==> src/rtl/train_seq.sv <==
`default_nettype none
// ============================================================================
// Module   : train_seq  -- serial load -> SGD -> RAM writeback sequencer
// Options  : TRAIN_SEQ_WDOG_EN enables the SER_IN/SGD watchdog
// Revision : 1.0 - initial release
// ============================================================================
module train_seq #(
  parameter int ADDR_WIDTH   = 12,
  parameter int MAX_FEATURES = 15,
  parameter int HOLD_CYCLES  = 8,
  parameter int WDOG_WIDTH   = 24
) (
  input  logic                  CLK,
  input  logic                  RST,
  input  logic                  start,
  input  logic                  abort,
  input  logic [3:0]            feat,
  input  logic [ADDR_WIDTH-1:0] data_points,
  input  logic                  ser_done,
  input  logic                  ser_we_stop,
  input  logic                  sgd_done,
  input  logic [ADDR_WIDTH-1:0] ser_addr,
  input  logic [ADDR_WIDTH-1:0] sgd_addr,
  output logic [ADDR_WIDTH-1:0] addr,
  output logic                  ser_rst,
  output logic                  ram_rst,
  output logic                  ram_we,
  output logic                  ram_oe,
  output logic                  sgd_rst,
  output logic                  sgd_hold,
  output logic                  busy,
  output logic                  done_,
  output logic                  err,
  output logic [1:0]            err_code,
  output logic [WDOG_WIDTH-1:0] run_cycles
);

  typedef enum logic [2:0] {
    S_IDLE   = 3'd0,
    S_SER_IN = 3'd1,
    S_SGD    = 3'd2,
    S_FLUSH  = 3'd3,
    S_DONE   = 3'd4,
    S_ERR    = 3'd5
  } state_t;

  localparam logic [4:0]            c_MAX_FEAT  = 5'(MAX_FEATURES);
  localparam int                    c_HOLD_W    = (HOLD_CYCLES > 1) ? $clog2(HOLD_CYCLES) : 1;
  localparam logic [c_HOLD_W-1:0]   c_HOLD_LAST = c_HOLD_W'(HOLD_CYCLES - 1);
  localparam logic [c_HOLD_W-1:0]   c_HOLD_ONE  = c_HOLD_W'(1);
  localparam logic [WDOG_WIDTH-1:0] c_CNT_MAX   = '1;
  localparam logic [WDOG_WIDTH-1:0] c_CNT_ONE   = WDOG_WIDTH'(1);

  state_t                r_state;
  state_t                w_next;
  logic [c_HOLD_W-1:0]   r_hold_cnt;
  logic [WDOG_WIDTH-1:0] r_run_cycles;
  logic [1:0]            r_err_code;
  logic [1:0]            w_err_code_nxt;
  logic                  w_launch;
  logic                  w_cfg_ok;
  logic                  w_busy;
  logic                  w_wdog_trip;

  assign w_cfg_ok = ({1'b0, feat} <= c_MAX_FEAT) && (data_points != '0);
  assign w_launch = start && (r_state == S_IDLE || r_state == S_DONE || r_state == S_ERR);
  assign w_busy   = (r_state == S_SER_IN) || (r_state == S_SGD) || (r_state == S_FLUSH);

`ifdef TRAIN_SEQ_WDOG_EN
  localparam logic [WDOG_WIDTH-1:0] c_WDOG_LAST = c_CNT_MAX - c_CNT_ONE;
  logic [WDOG_WIDTH-1:0] r_wdog;

  // Restarts on every state change, so it times SER_IN and SGD separately.
  always_ff @(posedge CLK) begin
    if (RST || (w_next != r_state)) begin
      r_wdog <= '0;
    end else if (r_state == S_SER_IN || r_state == S_SGD) begin
      r_wdog <= r_wdog + c_CNT_ONE;
    end
  end

  assign w_wdog_trip = (r_state == S_SER_IN || r_state == S_SGD) && (r_wdog == c_WDOG_LAST);
`else
  assign w_wdog_trip = 1'b0;
`endif

  always_ff @(posedge CLK) begin
    if (RST) begin
      r_state    <= S_IDLE;
      r_err_code <= 2'd0;
    end else begin
      r_state    <= w_next;
      r_err_code <= w_err_code_nxt;
    end
  end

  always_comb begin
    w_next         = r_state;
    w_err_code_nxt = r_err_code;
    ser_rst        = 1'b1;
    ram_rst        = 1'b1;
    sgd_rst        = 1'b1;
    ram_we         = 1'b0;
    ram_oe         = 1'b0;
    sgd_hold       = 1'b0;
    done_          = 1'b0;
    err            = 1'b0;
    case (r_state)
      S_IDLE: w_next = S_IDLE;
      S_SER_IN: begin
        ser_rst = 1'b0;
        ram_rst = 1'b0;
        ram_we  = !ser_we_stop && !ser_done;
        if (abort) begin
          w_next = S_ERR;  w_err_code_nxt = 2'd2;
        end else if (ser_done) begin
          w_next = S_SGD;
        end else if (w_wdog_trip) begin
          w_next = S_ERR;  w_err_code_nxt = 2'd3;
        end
      end
      S_SGD: begin
        ser_rst = 1'b0;
        ram_rst = 1'b0;
        sgd_rst = 1'b0;
        ram_oe  = 1'b1;
        if (abort) begin
          w_next = S_ERR;  w_err_code_nxt = 2'd2;
        end else if (sgd_done) begin
          w_next = S_FLUSH;
        end else if (w_wdog_trip) begin
          w_next = S_ERR;  w_err_code_nxt = 2'd3;
        end
      end
      S_FLUSH: begin
        ser_rst  = 1'b0;
        ram_rst  = 1'b0;
        sgd_rst  = 1'b0;
        ram_we   = 1'b1;
        sgd_hold = 1'b1;
        if (abort) begin
          w_next = S_ERR;  w_err_code_nxt = 2'd2;
        end else if (r_hold_cnt == c_HOLD_LAST) begin
          w_next = S_DONE;
        end
      end
      S_DONE: begin
        ser_rst  = 1'b0;
        ram_rst  = 1'b0;
        sgd_rst  = 1'b0;
        sgd_hold = 1'b1;
        done_    = 1'b1;
      end
      S_ERR:   err    = 1'b1;
      default: w_next = S_IDLE;
    endcase
    // A launch re-validates the configuration from any idle-like state.
    if (w_launch) begin
      w_next         = w_cfg_ok ? S_SER_IN : S_ERR;
      w_err_code_nxt = w_cfg_ok ? 2'd0 : 2'd1;
    end
  end

  always_ff @(posedge CLK) begin
    if (RST || (r_state != S_FLUSH)) begin
      r_hold_cnt <= '0;
    end else begin
      r_hold_cnt <= r_hold_cnt + c_HOLD_ONE;
    end
  end

  always_ff @(posedge CLK) begin
    if (RST || w_launch) begin
      r_run_cycles <= '0;
    end else if (w_busy && (r_run_cycles != c_CNT_MAX)) begin
      r_run_cycles <= r_run_cycles + c_CNT_ONE;
    end
  end

  assign addr       = (r_state == S_SGD || r_state == S_FLUSH) ? sgd_addr : ser_addr;
  assign busy       = w_busy;
  assign err_code   = r_err_code;
  assign run_cycles = r_run_cycles;

endmodule
`default_nettype wire

==> config.mk <==
export PLATFORM = sky130hd
export DESIGN_NAME = train_seq
export DESIGN_NICKNAME = d
export VERILOG_FILES = /design/src/rtl/train_seq.sv
export SDC_FILE = /design/constraint.sdc
export NUM_CORES = 1
export LEC_CHECK = 0
export CORE_AREA = 2 2 67 82
export DETAILED_ROUTE_END_ITERATION = 8
export DIE_AREA = 0 0 69 84
export GPL_ROUTABILITY_DRIVEN = 0
export GPL_TIMING_DRIVEN = 0
export PLACE_DENSITY = 0.88
export RECOVER_POWER = 25
export SLEW_MARGIN = 20
export SYNTH_ARGS = -nofsm -noshare
export SYNTH_HDL_FRONTEND = slang
export SYNTH_SLANG_ARGS = --single-unit
==> constraint.sdc <==
create_clock -name CLK -period 4.3 [get_ports CLK]
set_input_delay 0.86 -clock CLK [delete_from_list [all_inputs] [get_ports CLK]]
set_output_delay 0.86 -clock CLK [all_outputs]
set_load 0.05 [all_outputs]
# [Yosys cells after proc, flatten, opt, wreduce, memory -nomap -nowiden]
# Cells that the tools add are included.
# W data, S select, Z words.
[word_totals] register_bits=32 output_inout_bits=47 word_cells=62
[classes] muxes=21 n_eq_ne=12 n_addsub=2 reduce_logical=23
[op_table] op="$add A24 B1 Y24 const B" count=1
[op_table] op="$mux W3" count=8
[op_table] op="$ne A24 B24 Y1 const B" count=1
[op_table] op="$mux W12" count=1
[op_table] op="$pmux W3 S4" count=1
[op_table] op="$reduce_bool A12 Y1" count=1
[op_table] op="$eq A3 B3 Y1 const B" count=3
[op_table] op="$ne A4 B4 Y1 const B" count=2
[op_table] op="$logic_or A1 B1 Y1" count=7
[op_table] op="$mux W1" count=7
[op_table] op="$eq A3 B2 Y1 const B" count=2
[op_table] op="$mux W2" count=3
[op_table] op="$reduce_or A3 Y1" count=2
[op_table] op="$ne A4 B3 Y1 const B" count=1
[op_table] op="$reduce_and A4 Y1" count=1
[op_table] op="$reduce_bool A2 Y1" count=2
[op_table] op="$reduce_or A2 Y1" count=2
[op_table] op="$reduce_or A4 Y1" count=1
[op_table] op="$add A3 B1 Y3 const B" count=1
[op_table] op="$eq A3 B1 Y1 const B" count=1
[op_table] op="$logic_and A1 B1 Y1" count=3
[op_table] op="$logic_not A3 Y1" count=1
[op_table] op="$ne A3 B2 Y1 const B" count=1
[op_table] op="$logic_not A1 Y1" count=2
[op_table] op="other kinds (3)" count=3

# [Depth between registers and ports, before layout]
[logic_depth] ltp_word=6 depth_mapped=8 depth_no_buf=6

# [Worst setup path after synthesis]
# Ideal clock, no wire load.
[synth_path] path_type="flip-flop to output port" start="register r_state[1]" end="output port ser_rst" arrival_time_ns=1.835 path_buffers=2 required_ns=3.440 path_stages_with_launch=5 setup_slack_ns=1.605 cell_sequence="dfxtp_1 clkbuf_1 nor2_1 xor2_1 buf_4"
[synth_between] elab_chain_cells=3
[synth_rtl] item="from (decl)" line="54" text="state_t r_state;"
[synth_rtl] item="from (signal assigned)" line="92" text="r_state <= w_next;"
[synth_rtl] item="$eq A3 B3 Y1, or another cell as far along"
[synth_rtl] item="$reduce_or A4 Y1 (no line) (*)"
[synth_rtl] item="$mux W1 (*)"
[synth_rtl] item="to (decl)" line="25" text="output logic ser_rst,"
# Mark *: on every way between the ends. The rest lies on a longest branch, timed or not.

# [Worst setup path in the final report]
[layout_path] start="register r_state[2]" end="output port addr[8]"
[layout_between] elab_chain_cells=3
[layout_rtl] item="$eq A3 B2 Y1" line="180" text="assign addr = (r_state == S_SGD || r_state == S_FLUSH) ? sgd_addr : ser_addr;"
[layout_rtl] item="$logic_or A1 B1 Y1 (*)" line="180"
[layout_rtl] item="$mux W12 (*)" line="180"
[layout_rtl] item="to (decl)" line="24" text="output logic [ADDR_WIDTH-1:0] addr,"
# Marked as above.

==> metrics.md <==
| Metric | Value |
|---|---|
| Crit path top cell by count | `buf_2` |
| DRT antenna net count | `0` |
| Setup crit start kind | `flip-flop` |
| Nets@finish | `379` |
| First-pass GRT wire length | `9290 um` |
| DRT Pass-1 Iters | `5` |
| Worst Path Required | `3.44 ns` |
| Reg2reg start | `run_cycles[8]` |
| Delay-heaviest family, CP | `buffers and inverters` |
| RSZ-0062 raised after global routing | `false` |
| Crit Path Class | `flip-flop to primary output` |
| Hold Path Stages | `2` |
| Worst-path clk slew | `0.06 ns` |
| Worst reg2reg endpoint | `run_cycles[4]` |
| Die H | `84 um` |
| Routed length per instance | `13.8 um` |
| Post-CTS sizing | `0` |
| Final Cell Area | `2980 um^2` |
| Number of diodes | `0` |
| Crit path cell chain | `buf_2 > nand2b_1 > buf_2 > buf_2 > mux2_2 > clkdlybuf4s50_1` |
| Register bit total from synthesis | `32` |
| Fin crit share | `76.7%` |
| Post-synth top area share | `33.2%` |
| Fin crit period | `3.30 ns` |
| Final cell count without fillers | `392` |
| Crit. End Element | `primary output` |
| Top area cells in the synthesized netlist | `dfxtp_1, xnor2_1, mux2_2, nor2_1, a21oi_1` |
| Final core utilization | `58.7%` |
| Reg2reg setup slack | `2.33 ns` |
| Largest area contributor in the synthesized netlist | `dfxtp_1` |
| Critical Path AT | `2.44 ns` |
| Mapped Cells | `233` |
| # hold bufs at CTS | `0` |
| Clock Skew | `0.00271 ns` |
| Final hold vios | `0` |
| Worst vdd ir | `0.134 mV` |
| Commonest non-fill, non-tap cell in the layout | `clkdlybuf4s50_1` |
| Vias in the first global route | `2179` |
| Root buffer cell | `clkbuf_8` |
| Primary FF master, synth | `dfxtp_1` |
| Syn avg cell area | `8.28 um^2` |
| Post-CTS Setup Inserts | `0` |
| GRT Overall Usage | `19.3%` |
| Die Area | `5800 um^2` |
| Initial Util | `38.0%` |
| F_max | `303 MHz` |
| Die width | `69 um` |
| Core ar. | `5080 um^2` |
| Lkg Pwr | `1.06 nW` |
| Post-synthesis sequential area ratio | `33.2%` |
| Buffers on Ports | `89` |
| Max-Cap Viols | `0` |
| Number of distinct library cells after synthesis | `46` |
| Max-slew headroom | `64.6%` |
| TritonCTS clock tree | `done` |
| Tightest Hold Check Type | `flip-flop to flip-flop` |
| Commonest cells after routing, fill and taps aside | `clkdlybuf4s50_1, dfxtp_1, nor2_1` |
| Worst-Margin Slew | `0.530 ns` |
| DRT Wirelength | `5390 um` |
| Worst Min Path Start | `err_code[1]` |
| Overflow after GRT | `0` |
| Placed Area | `2900 um^2` |
| Async SR Flop Fraction | `0%` |
| Dpl hpwl | `4290 um` |
| # setup viols final | `0` |
| Slowest Stage Delay on Critical Path | `0.71 ns` |
| Initial antenna violation count | `0` |
| Ys Warns | `0` |
| Via/cell ratio | `5.44` |
| Number of core rows | `29` |
| WP buf/inv | `4` |
| Ports | `94` |
| R2R depth | `6` |
| DRC viols | `0` |
| CTS sink cnt | `32` |
| Num CTS Buffers | `5` |
| Latest clock arrival within the worst-skew pair | `0.29 ns` |
| Max FO, Critical Path | `10` |
| WHS Endpoint | `err_code[1]` |
| Outcome | `completed` |
| Net Count, Synth | `283` |
| Initial drt markers | `153` |
| Share of post-route cells with drive strength above 1 | `10.6%` |
| Clock buffer depth | `2` |
| Synth-to-layout area growth | `54.5%` |
| EDFF count, synth | `0` |
| Fin Setup TNS | `0 ns` |
| Max-slew violations | `0` |
| Inst Count DP | `384` |
| PD cells | `256 nW/um^2` |
| Largest net degree at the start of global routing | `11` |
| Vias | `2134` |
| H-tree depth | `2` |
| Mapped Area | `1930 um^2` |
| Crit path max-delay cell type | `clkdlybuf4s50_1` |
-- registers in the layout (all words and copies together), names as in the netlist --
name        count
run_cycles     24
r_state         3
err_code        2
r_hold_cnt      3
-- layout make-up --
type	count	area, um^2
Buffer	15	76.3
Clock buffer	8	90.1
Fill cell	459	2100
Inverter	3	11.3
Multi-Input combinational cell	183	1190
Sequential cell	32	641
Tap cell	62	77.6
Timing Repair Buffer	89	891
-- cell families (layout without fill, tap and decap cells) --
family	Yosys count	after routing	share of synthesized area [%]
compound gates	40	40	13.6
mux	12	12	7.00
simple gates	110	110	31.5
xor+xnor	18	18	8.17
fa+ha+maj	3	3	1.95
buf+inv	18	115	4.54
flops	32	32	33.2
-- worst max-delay path by stage --
stage               startpoint  endpoint  slack [ns]  cells past startpoint
global route        r_state[2]   addr[8]        0.86                      6
CTS                 r_state[2]   addr[8]        0.98                      6
global placement      ser_done    ram_we        1.07                      5
finish              r_state[2]   addr[8]        1.00                      6
floorplan           r_state[1]   ser_rst        1.61                      4
detailed placement    ser_done    ram_we        1.07                      5
-- report_power, final --
group / leakage (nW) / total (mW) / internal, mW / switching [mW]
clock: 0.0455 / 0.238 / 0.130 / 0.107
sequential: 0.258 / 0.305 / 0.301 / 0.00358
combinational: 0.758 / 0.220 / 0.0937 / 0.126
-- Yosys cell counts (2+ instances only) --
master,number
nand3_1,9
inv_1,3
o21ai_1,3
o21ai_0,4
mux2_2,12
nor3b_1,3
or4_1,2
ha_1,3
clkbuf_1,5
a211oi_1,2
o211ai_1,2
xnor2_1,17
buf_2,7
and2_1,6
nor4_1,7
buf_4,3
a311oi_1,2
nand2b_1,4
or3_1,3
dfxtp_1,32
a21oi_1,16
nand2_1,15
nor3_1,6
and4_1,3
nand4_1,12
or2_0,2
and3_1,4
nor2_1,28
-- worst reg2reg max path, cell delays in order (launching register included) --
cell and delay, ns:
dfxtp_1 0.46, nand4_2 0.24, nor4_4 0.57, buf_4 0.27, a21oi_1 0.09, xnor2_1 0.16, nor2_1 0.06
-- layer usage --
metal  GRT usage, %  routed length, um  part of all wire (%)  vias up
li1               -                  -                     -     1036
met1           19.8               2030                    38      990
met2           35.4               2820                    52       93
met3           6.40                416                   7.7       15
met4           8.02                121                   2.2        0
met5              0                  0                     0        -
-- metrics by stage --
| stage | worst slack (ns) | hold WS (ns) | power (mW) |
|---|---|---|---|
| 4_1_cts | 0.979 | 0.460 | 0.772 |
| 2_1_floorplan | 1.61 | 0.404 | 0.444 |
| 3_5_place_dp | 1.07 | 0.446 | 0.534 |
| 6_report | 1.00 | 0.452 | 0.762 |
| 5_1_grt | 0.863 | 0.484 | 0.794 |
| 3_3_place_gp | 1.07 | 0.423 | 0.532 |
(Power assumes the default switching activity.)
